## src/rtl/imem_boot_pkg.sv

```systemverilog
// Shared types and constants for the instruction-memory boot loader.
package imem_boot_pkg;

   typedef enum logic [2:0] {
      ST_SYNC  = 3'd0,
      ST_COUNT = 3'd1,
      ST_DATA  = 3'd2,
      ST_WRITE = 3'd3,
      ST_CHECK = 3'd4,
      ST_RUN   = 3'd5,
      ST_ERR   = 3'd6
   } state_t;

   localparam logic [7:0] SYNC_BYTE      = 8'hA5;
   localparam int         BYTES_PER_WORD = 4;

   // A count byte of zero stands for a full memory image.
   function automatic logic [7:0] decode_count(input logic [7:0] raw, input logic [7:0] full);
      return (raw == 8'd0) ? full : raw;
   endfunction

endpackage

```

## src/rtl/boot_word_packer.sv

```systemverilog
// Packs a little-endian byte stream into 32-bit words and keeps a running XOR
// of every data byte seen since the last clear.
module boot_word_packer
   import imem_boot_pkg::*;
(
   input  logic        clk,
   input  logic        reset,
   input  logic        clr,
   input  logic        byte_en,
   input  logic [7:0]  byte_in,
   output logic [31:0] word_out,
   output logic        word_done,
   output logic [7:0]  csum
);

   logic [1:0]  idx;
   logic [31:0] word_q;
   logic [7:0]  csum_q;

   // Byte lane register, byte index and checksum; clr restarts a frame.
   always_ff @(posedge clk) begin
      if (reset || clr) begin
         idx    <= 2'd0;
         word_q <= 32'd0;
         csum_q <= 8'd0;
      end else if (byte_en) begin
         word_q[8*idx +: 8] <= byte_in;
         idx                <= idx + 2'd1;
         csum_q             <= csum_q ^ byte_in;
      end
   end

   // The fourth byte of a word completes it on this clock edge.
   always_comb begin
      word_done = byte_en && (idx == 2'(BYTES_PER_WORD - 1));
      word_out  = word_q;
      csum      = csum_q;
   end

endmodule

```

## src/rtl/imem_boot_ctrl.sv

```systemverilog
// Boot sequencer: receives a framed program over a byte stream, writes it into
// the instruction memory and keeps the CPU in reset until the image checks out.
//
//  state    | meaning
//  ---------+-------------------------------------------------------------
//  ST_SYNC  | hunting for the 0xA5 sync byte, other bytes dropped
//  ST_COUNT | next byte is the word count (0 = full depth)
//  ST_DATA  | collecting the four bytes of the current word
//  ST_WRITE | one-cycle imem write of the packed word
//  ST_CHECK | next byte is compared against the running XOR
//  ST_RUN   | image accepted (or ROM boot), CPU out of reset
//  ST_ERR   | bad count or checksum, CPU held in reset
module imem_boot_ctrl
   import imem_boot_pkg::*;
#(
   parameter int N             = 32,
   parameter int ADDR_W        = 7,
   parameter int DEPTH         = 128,
   parameter int BOOT_ON_RESET = 1
) (
   input  logic              clk,
   input  logic              reset,
   input  logic              rx_valid,
   input  logic [7:0]        rx_data,
   output logic              rx_ready,
   input  logic              load_req,
   output logic              imem_we,
   output logic [ADDR_W-1:0] imem_waddr,
   output logic [N-1:0]      imem_wdata,
   output logic              cpu_reset,
   output logic              loaded,
   output logic              error,
   output logic [7:0]        word_count
);

   state_t            state, state_nxt;
   logic              accept;
   logic              sync_hit;
   logic              check_ok;
   logic              last_word;
   logic [7:0]        count_q;
   logic [ADDR_W-1:0] widx;
   logic [7:0]        wcnt;
   logic              loaded_q;
   logic [31:0]       word_out;
   logic              word_done;
   logic [7:0]        csum;

   assign accept    = rx_valid && rx_ready;
   assign sync_hit  = (state == ST_SYNC) && accept && (rx_data == SYNC_BYTE);
   assign check_ok  = (state == ST_CHECK) && accept && (rx_data == csum);
   assign last_word = (wcnt == (count_q - 8'd1));

   boot_word_packer u_packer (
      .clk       (clk),
      .reset     (reset),
      .clr       (sync_hit),
      .byte_en   ((state == ST_DATA) && accept),
      .byte_in   (rx_data),
      .word_out  (word_out),
      .word_done (word_done),
      .csum      (csum)
   );

   // State register; a ROM-booted build comes out of reset already running.
   always_ff @(posedge clk) begin
      if (reset) begin
         state <= (BOOT_ON_RESET != 0) ? ST_SYNC : ST_RUN;
      end else begin
         state <= state_nxt;
      end
   end

   // Next-state decode.
   always_comb begin
      state_nxt = state;
      case (state)
         ST_SYNC:  if (sync_hit) state_nxt = ST_COUNT;
         ST_COUNT: begin
            if (accept) begin
               if ((rx_data != 8'd0) && (rx_data > 8'(DEPTH))) state_nxt = ST_ERR;
               else                                            state_nxt = ST_DATA;
            end
         end
         ST_DATA:  if (word_done) state_nxt = ST_WRITE;
         ST_WRITE: state_nxt = last_word ? ST_CHECK : ST_DATA;
         ST_CHECK: begin
            if (accept) state_nxt = (rx_data == csum) ? ST_RUN : ST_ERR;
         end
         ST_RUN:   if (load_req) state_nxt = ST_SYNC;
         ST_ERR:   if (load_req) state_nxt = ST_SYNC;
         default:  state_nxt = ST_SYNC;
      endcase
   end

   // Word index, word count, latched frame length and loaded flag.
   // The index saturates so a full-depth frame can never wrap the address.
   always_ff @(posedge clk) begin
      if (reset) begin
         count_q  <= 8'd0;
         widx     <= '0;
         wcnt     <= 8'd0;
         loaded_q <= 1'b0;
      end else begin
         if (sync_hit) begin
            widx <= '0;
            wcnt <= 8'd0;
         end
         if ((state == ST_COUNT) && accept) begin
            count_q <= decode_count(rx_data, 8'(DEPTH));
         end
         if (state == ST_WRITE) begin
            if (widx != ADDR_W'(DEPTH - 1)) widx <= widx + 1'b1;
            wcnt <= wcnt + 8'd1;
         end
         loaded_q <= (state_nxt == ST_RUN) && (loaded_q || check_ok);
      end
   end

   // Moore outputs derived from the state and the datapath registers.
   always_comb begin
      rx_ready   = (state == ST_SYNC) || (state == ST_COUNT) ||
                   (state == ST_DATA) || (state == ST_CHECK);
      imem_we    = (state == ST_WRITE);
      imem_waddr = widx;
      imem_wdata = N'(word_out);
      cpu_reset  = (state != ST_RUN);
      loaded     = loaded_q;
      error      = (state == ST_ERR);
      word_count = wcnt;
   end

endmodule
```

## config.mk

```make
export PLATFORM = sky130hd
export DESIGN_NAME = imem_boot_ctrl
export DESIGN_NICKNAME = d
export VERILOG_FILES = /design/src/rtl/imem_boot_pkg.sv /design/src/rtl/boot_word_packer.sv /design/src/rtl/imem_boot_ctrl.sv
export SDC_FILE = /design/constraint.sdc
export NUM_CORES = 1
export LEC_CHECK = 0
export CAP_MARGIN = 20
export CORE_MARGIN = 2
export CORE_UTILIZATION = 25
export DETAILED_ROUTE_END_ITERATION = 10
export REMOVE_ABC_BUFFERS = 1
export SETUP_SLACK_MARGIN = 0.05
export SLEW_MARGIN = 20
export SYNTH_ARGS = -nofsm -noshare
export SYNTH_HDL_FRONTEND = slang
export SYNTH_SLANG_ARGS = --single-unit
```

## constraint.sdc

```tcl
create_clock -name clk -period 2 [get_ports clk]
set_input_delay 0.4 -clock clk [delete_from_list [all_inputs] [get_ports clk]]
set_output_delay 0.4 -clock clk [all_outputs]
set_load 0.03 [all_outputs]
```

=== Word-level counts from Yosys, hierarchy flattened ===
Index checks and enable logic that the tools add are counted.

* $lt $le $gt $ge: 1
* Reductions and logical operators: 20
* Add/sub/neg operators: 5
* Muxes and demuxes: 16
* Equality and inequality tests: 13
* Bitwise logic cells: 1
* Shift operators: 2

{| class="wikitable"
|+ Operator list
! kind !! number
|-
| negation 5 -> 34 bit || 1
|-
| variable shift 8 x 34 -> 32 bit, first input constant || 1
|-
| variable part select 8 x 34 -> 32 bit || 1
|-
| bitwise mux 32 bit || 1
|-
| 2-to-1 mux 8 bit || 3
|-
| 2-to-1 mux 3 bit || 7
|-
| 2-to-1 mux 7 bit || 3
|-
| case mux 3 bit (6 select lines) || 1
|-
| == test 8 bit || 2
|-
| == test 3 bit, second input constant || 4
|-
| logical AND 1 bit || 10
|-
| adder 8 x 1 -> 8 bit, second input constant || 1
|-
| == test 8 bit, second input constant || 1
|-
| > comparator 8 bit, second input constant || 1
|-
| zero test 8 bit || 1
|-
| nonzero test 8 bit || 1
|-
| subtractor 8 x 1 -> 8 bit, second input constant || 1
|-
| bitwise XOR 8 bit || 1
|-
| adder 7 x 1 -> 7 bit, second input constant || 1
|-
| inequality test 7 bit, second input constant || 1
|-
| == test 3 x 2 -> 1 bit, second input constant || 2
|-
| logical OR 1 bit || 5
|-
| == test 3 x 1 -> 1 bit, second input constant || 1
|-
| zero test 3 bit || 1
|-
| 6 further kinds || 6
|}

* Word-level logic and storage cells: 66
* Bits in registers: 69
* Input bits: 12
* Output and inout port bits: 52

=== Depth between registers and ports, before layout ===
Gate-level depths: netlist of the first run.

* Depth after elaboration: 11
* Gate-level depth with buffers: 8
* Depth with buffers taken out: 8

=== By module ===
A second synthesis of the first run with hierarchy kept.

* Cells, all modules: 390
* Area, all modules: 3319.4 sq um

{| class="wikitable"
|+ By module, submodules not included
! module !! area an instance (sq um) !! times used !! cells an instance !! seq. area each (sq um)
|-
| imem_boot_ctrl || 1682.9 || 1 || 217 || 540.5
|-
| boot_word_packer || 1636.6 || 1 || 173 || 840.8
|}

=== Worst setup path after synthesis of the first run ===
Ideal clock, no wire load.

* Path type: in2reg
* Start: input rx_data[6]
* End: register wcnt[0] (netlist: word_count[0])
* Path buffers: 3
* Data required time: 1.885 ns
* Path slack: -0.030 ns
* Arrival: 1.915 ns
* Stages: 7
* Setup time: 0.115 ns
* Cell sequence: clkbuf_1 > or4_4 > nor4_4 > or2_1 > buf_4 > buf_6 > nor2_1

* Word-level cells in the longest chain between the ends: 3

{| class="wikitable"
|+ Ends and longest elaborated chain
! item !! RTL line !! text
|-
| start: declaration || imem_boot_ctrl.sv:24 || <nowiki>input logic [7:0] rx_data,</nowiki>
|-
| == test 8 bit || imem_boot_ctrl.sv:50 || <nowiki>assign sync_hit = (state == ST_SYNC) && accept && (rx_data == SYNC_BYTE);</nowiki>
|-
| logical AND 1 bit || imem_boot_ctrl.sv:50 ||
|-
| nonzero test 2 bit (no source line) || -- ||
|-
| end signal: assignment || imem_boot_ctrl.sv:114 || <nowiki>wcnt <= wcnt + 8'd1;</nowiki>
|-
| end: declaration || imem_boot_ctrl.sv:43 || <nowiki>logic [7:0] wcnt;</nowiki>
|}

No other way between the ends.
A chain may end at the register's enable or synchronous reset.

=== Final worst setup path of the first run ===
* Start: register count_q[3]
* End: register loaded_q (netlist: loaded)

* Word-level cells in the longest chain between the ends: 6

{| class="wikitable"
|+ Ends and longest elaborated chain
! item !! RTL line !! text
|-
| start: declaration || imem_boot_ctrl.sv:41 || <nowiki>logic [7:0] count_q;</nowiki>
|-
| start signal: assignment || imem_boot_ctrl.sv:110 || <nowiki>count_q <= decode_count(rx_data, 8'(DEPTH));</nowiki>
|-
| subtractor 8 x 1 -> 8 bit || imem_boot_ctrl.sv:52 || <nowiki>assign last_word = (wcnt == (count_q - 8'd1));</nowiki>
|-
| == test 8 bit || imem_boot_ctrl.sv:52 ||
|-
| 2-to-1 mux 3 bit || imem_boot_ctrl.sv:86 || <nowiki>ST_WRITE: state_nxt = last_word ? ST_CHECK : ST_DATA;</nowiki>
|-
| case mux 3 bit (6 select lines) || imem_boot_ctrl.sv:77 || <nowiki>case (state)</nowiki>
|-
| == test 3 bit || imem_boot_ctrl.sv:116 || <nowiki>loaded_q <= (state_nxt == ST_RUN) && (loaded_q || check_ok);</nowiki>
|-
| logical AND 1 bit || imem_boot_ctrl.sv:116 ||
|-
| end signal: assignment || imem_boot_ctrl.sv:116 ||
|-
| end: declaration || imem_boot_ctrl.sv:44 || <nowiki>logic loaded_q;</nowiki>
|}

No other way between the ends.

==> results of run 1 <==
==> metal layers <==
metal	vias up	global-route usage	routed length (microns)
met4	0	0.03235	85
met3	8	0.05133	599
met2	82	0.2099	4267
met5	-	0	0
li1	1615	-	-
met1	1496	0.1829	4505
==> tightest hold or removal path: cells and delay by family (launching register included) <==
| family | cells | cell delay (ns) |
|---|---|---|
| DFF | 1 | 0.31 |
| and+or+nand+nor | 1 | 0.05 |
| AOI/OAI and AO/OA | 1 | 0.05 |
==> final cells by class <==
type	instances	share of cell area
multi-input combinational	315	0.3866
clock buffer	12	0.05579
clock inverter	4	0.006286
inverter	9	0.007072
timing repair buffer	108	0.2082
sequential	69	0.2899
tap	176	0.04610
==> sequential cells by signal, summed over array words and instances (netlist names) <==
signal / flops
u_packer.word_out: 32
count_q: 8
u_packer.csum: 8
word_count: 8
imem_waddr: 7
state: 3
u_packer.idx: 2
loaded: 1
==> how the worst max path moves through the flow <==
| stage | from | endpoint | slack [ns] | depth (start not counted) |
|---|---|---|---|---|
| final | count_q[3] | loaded | 0.05 | 6 |
| after global placement | rx_data[6] | imem_waddr[2] | -0.33 | 7 |
| after CTS | count_q[2] | loaded | 0.04 | 6 |
| after global routing | count_q[0] | loaded | 0.003 | 10 |
| after detailed placement | rx_data[6] | imem_waddr[3] | -0.40 | 7 |
| after floorplan | rx_data[1] | u_packer.csum[0] | -0.37 | 4 |
==> power groups by stage <==
stage | logic [mW] | clock network, mW | registers (mW)
2_1_floorplan | 0.0295 | 0 | 1.41
3_3_place_gp | 0.130 | 0 | 1.41
3_5_place_dp | 0.132 | 0 | 1.41
4_1_cts | 0.133 | 1.61 | 1.38
5_1_grt | 0.143 | 1.68 | 1.37
6_report | 0.134 | 1.58 | 1.38
==> what timing repair did <==
action,CTS,global route
setup endpoints to repair,61,57
setup buffers,0,0
endpoints found under the hold margin,0,0
gates resized for setup,4,11
pin swaps,1,4
==> kinds of logic (layout without fill, tap and decap cells) <==
| family | count (synthesis) | count (layout) |
|---|---|---|
| xor+xnor | 29 | 29 |
| buf+inv | 35 | 133 |
| mux | 2 | 2 |
| fa+ha+maj | 8 | 8 |
| compound gates | 76 | 76 |
| simple gates | 200 | 200 |
| flops | 69 | 69 |
==> cells in the final DEF, fill, tap and decap left out, types with 4 or more instances in the layout <==
cell	instances
nand3_1	38
xor2_1	14
ha_1	8
o21ai_1	7
xnor2_1	15
nand4_1	5
dfxtp_1	66
nand3b_1	8
clkbuf_16	9
inv_1	8
and2_1	5
nand2_1	68
buf_4	44
nor2_1	35
a21oi_1	52
clkdlybuf4s50_1	57
nor3_1	10
and3_1	4
==> stage by stage <==
| stage | cells | TNS [ns] | hold WS (ns) | total power, mW | setup WS, ns |
|---|---|---|---|---|---|
| 2_1_floorplan | 393 | -15.68 | 0.4517 | 1.436 | -0.3670 |
| 3_3_place_gp | 677 | -18.93 | 0.4412 | 1.536 | -0.3332 |
| 3_5_place_dp | 677 | -22.56 | 0.4468 | 1.538 | -0.4017 |
| 4_1_cts | 693 | 0 | 0.4603 | 3.118 | 0.03580 |
| 5_1_grt | 693 | 0 | 0.4799 | 3.196 | 0.003058 |
| 6_report | 693 | 0 | 0.4556 | 3.085 | 0.04952 |
==> out/metrics.sh, run 1 <==
POWER_FRAC_CLOCK=0.511
MOST_FREQUENT_CELL_AFTER_SYNTHESIS='dfxtp_1'
DIEWIDTH_MICRONS=120.0
SYNTH.AREA.MUX_SHARE=0.005952
INITIAL_DRC_COUNT=228
FINAL_MIN_PERIOD_OVER_CLOCK_PERIOD=0.9752
CTS_MAX_LEVEL=3
GRT.OVERFLOW.TOTAL=0
HPWLAFTERDP_MICRONS=6901
GRT_MAX_DEGREE=46
AREA_SHARE_OF_FA_HA_MAJ_CELLS_AFTER_SYNTHESIS=0.02976
CLOCK_INSERTION_DELAY_WORST_SKEW_NS=0.34
DRCVIOLATIONCOUNT=0
MULTI_INPUT_LOGIC_AREA_SQ_MM=0.001847
IR_DROP_mV=0.4649
LEAKAGE_nW=1.718
WORST-PATH-BUF-INV=0
CTS_TREE='built'
CPLARGESTDELAYFAMILY='simple AND/OR/NAND/NOR gates'
ANT_NETS=0
PORT_BUFFERS=63
YS.FLOP_TYPE='dfxtp_1'
TIMING_HOLD_VIOLATIONS_FINAL=0
TIMING.HOLD.WORST.START='u_packer.word_out[27]'
NUMCTSBUFFERS=9
SEQ_POWER_SHARE=0.446
CTS_NUM_SINKS=69
TIMING.CRITICAL_PATH.FROM_TYPE='flip-flop'
SYNTHDOMINANTAREACELLTYPE='dfxtp_1'
GRT_ANTENNA_BEFORE_REPAIR=0
MAIN_COMBINATIONAL_CELL_FAMILY_BY_AREA_AFTER_SYNTHESIS='simple AND/OR/NAND/NOR gates'
MAX-CLOCK-PATH-BUFFERS=2
MIN_DELAY_PATH_DEPTH=2
POSTSYNTH.ASYNCRESETSHARE=0
SEQUENTIAL_CELL_AREA_SQ_MM=0.001385
MIN-DELAY-PATH-CLASS='reg -> reg'
BASIC_GATE_SHARE_OF_THE_SYNTHESIZED_AREA_COUNTING_AND_OR_NAND_AND_NOR_CELLS=0.2965
FIRST_GLOBAL_VIAS=3120
FINALMAXSLEWVIOLATIONS=0
IOPINCOUNT=64
WORST_PATH_MOST_REPEATED_CELL='or3_4'
CP.REQUIRED_NS=2.23
CLKTRANSATPATHREGS_NS=0.06
COUNT_OF_FLIP_FLOPS_WITH_A_BUILT_IN_ENABLE_AFTER_SYNTHESIS=0
FMAX_MHz=512.7
DRT-VIAS-PER-INSTANCE=4.619
SYNTH_WARNINGS=0
WIRE_PER_INST_MICRONS=13.65
STATUS='finished, final reports clean'
REGTOREGENDPOINT='loaded'
SYNTH_COMPOUND_GATE_AREA_SHARE=0.1313
WORST-SLEW-PIN-TRANSITION_NS=0.3724
NATURE_OF_THE_CRITICAL_PATH_ENDPOINT='flip-flop'
TIMING.CRITICAL_PATH.SLOWEST_CELL_DELAY_NS=0.41
DRT_PASS1_ITERATIONS=4
DESIGN.FINAL.NETS=532
CTS_ROOT_BUF='clkbuf_16'
RR_STARTPOINT='count_q[3]'
CLOCK-SKEW-FINAL_NS=0.005614
SWITCHING_SHARE=0.2287
POWER_PER_STANDARD_CELL_AREA_mW_PER_MM2=645.9
YOSYS_REGISTER_BITS=69
SYN-MEAN-INSTANCE-AREA_SQ_UM=8.027
NUM_VIAS=3201
FP.DIEH_MICRONS=120.0
SHARE_OF_SYNTHESIZED_AREA_OCCUPIED_BY_FLIP_FLOPS_AND_LATCHES=0.4107
POWER.SWITCHING_uW=705.7
GRT_SETUP_UNREPAIRED='true'
CP_CELL_SEQUENCE='or3_4, o31a_1, o211a_1, or3_4, a31oi_4, a211oi_2'
INITIAL_UTIL=0.2550
NETLIST-CELL-TYPE-COUNT=49
SYNTH_COMMONEST_CELLS='69 x dfxtp_1, 68 x nand2_1, 52 x a21oi_1'
TIMING.FINAL.CRIT_PERIOD_NS=1.950
GROUTE.USAGE.OVERALL=0.1372
WORST-ENDPOINT-ARRIVAL_NS=2.18
SETUP.REG_TO_REG.WORST_SLACK_NS=0.05
UTILIZATION_OF_THE_CORE_AFTER_ROUTING=0.3622
CRIT_FANOUT=5
SYNTH.CELL_AREA_SQ_MM=0.003363
DRV_CAP=0
WIRELENGTH_MICRONS=9457
ROWS=42
FINAL_SETUP_VIOLATION_COUNT=0
DESIGN.DIE.AREA_SQ_MM=0.01440
CRITICAL_PATH_CLASS='reg -> reg'
PLACEMENT.CELL_AREA_SQ_MM=0.004437
POST_ROUTE_CELLS_DRIVE_ABOVE_1_SHARE=0.1605
SYNTH_XOR_XNOR_AREA_SHARE=0.07552
NUM-FILL-CELLS=1361
COMB_POWER_SHARE=0.043
GRT_PASS1_WL_MICRONS=15750
GPL.FINAL_WEIGHTED_CONGESTION=0.8031
HOLD_END='u_packer.word_out[27]'
HOLD_FIX_BUFFER_COUNT_AFTER_CTS=0
WORST_R2R_PATH_DEPTH=6
MAXSLEWHEADROOM=0.7509
NETLIST_INSTANCES=419
POSTLAYOUTCELLAREA_SQ_MM=0.004777
SYNTH.TOP_CELL.AREA_SHARE=0.4107
CRITICAL_PATH.SLOWEST_CELL='or3_4'
ANTENNADIODECOUNT=0
SYN_TO_FINAL_GROWTH_PCT=42.04
INTERNAL-POWER_mW=2.380
NETLIST_TOP_CELLS_AREA='dfxtp_1 41%, a21oi_1 7.7%, nand2_1 7.6%'
FLOORPLAN.CORE_AREA_SQ_MM=0.01319
Power figures use the tool's default switching activity.
==> run 2, diff against run 1 <==
HOLD_SLACK_MARGIN = 0.15   (was unset)
==> results of run 2 <==
The final DEF is identical to that of run 1; final timing and power are the same.
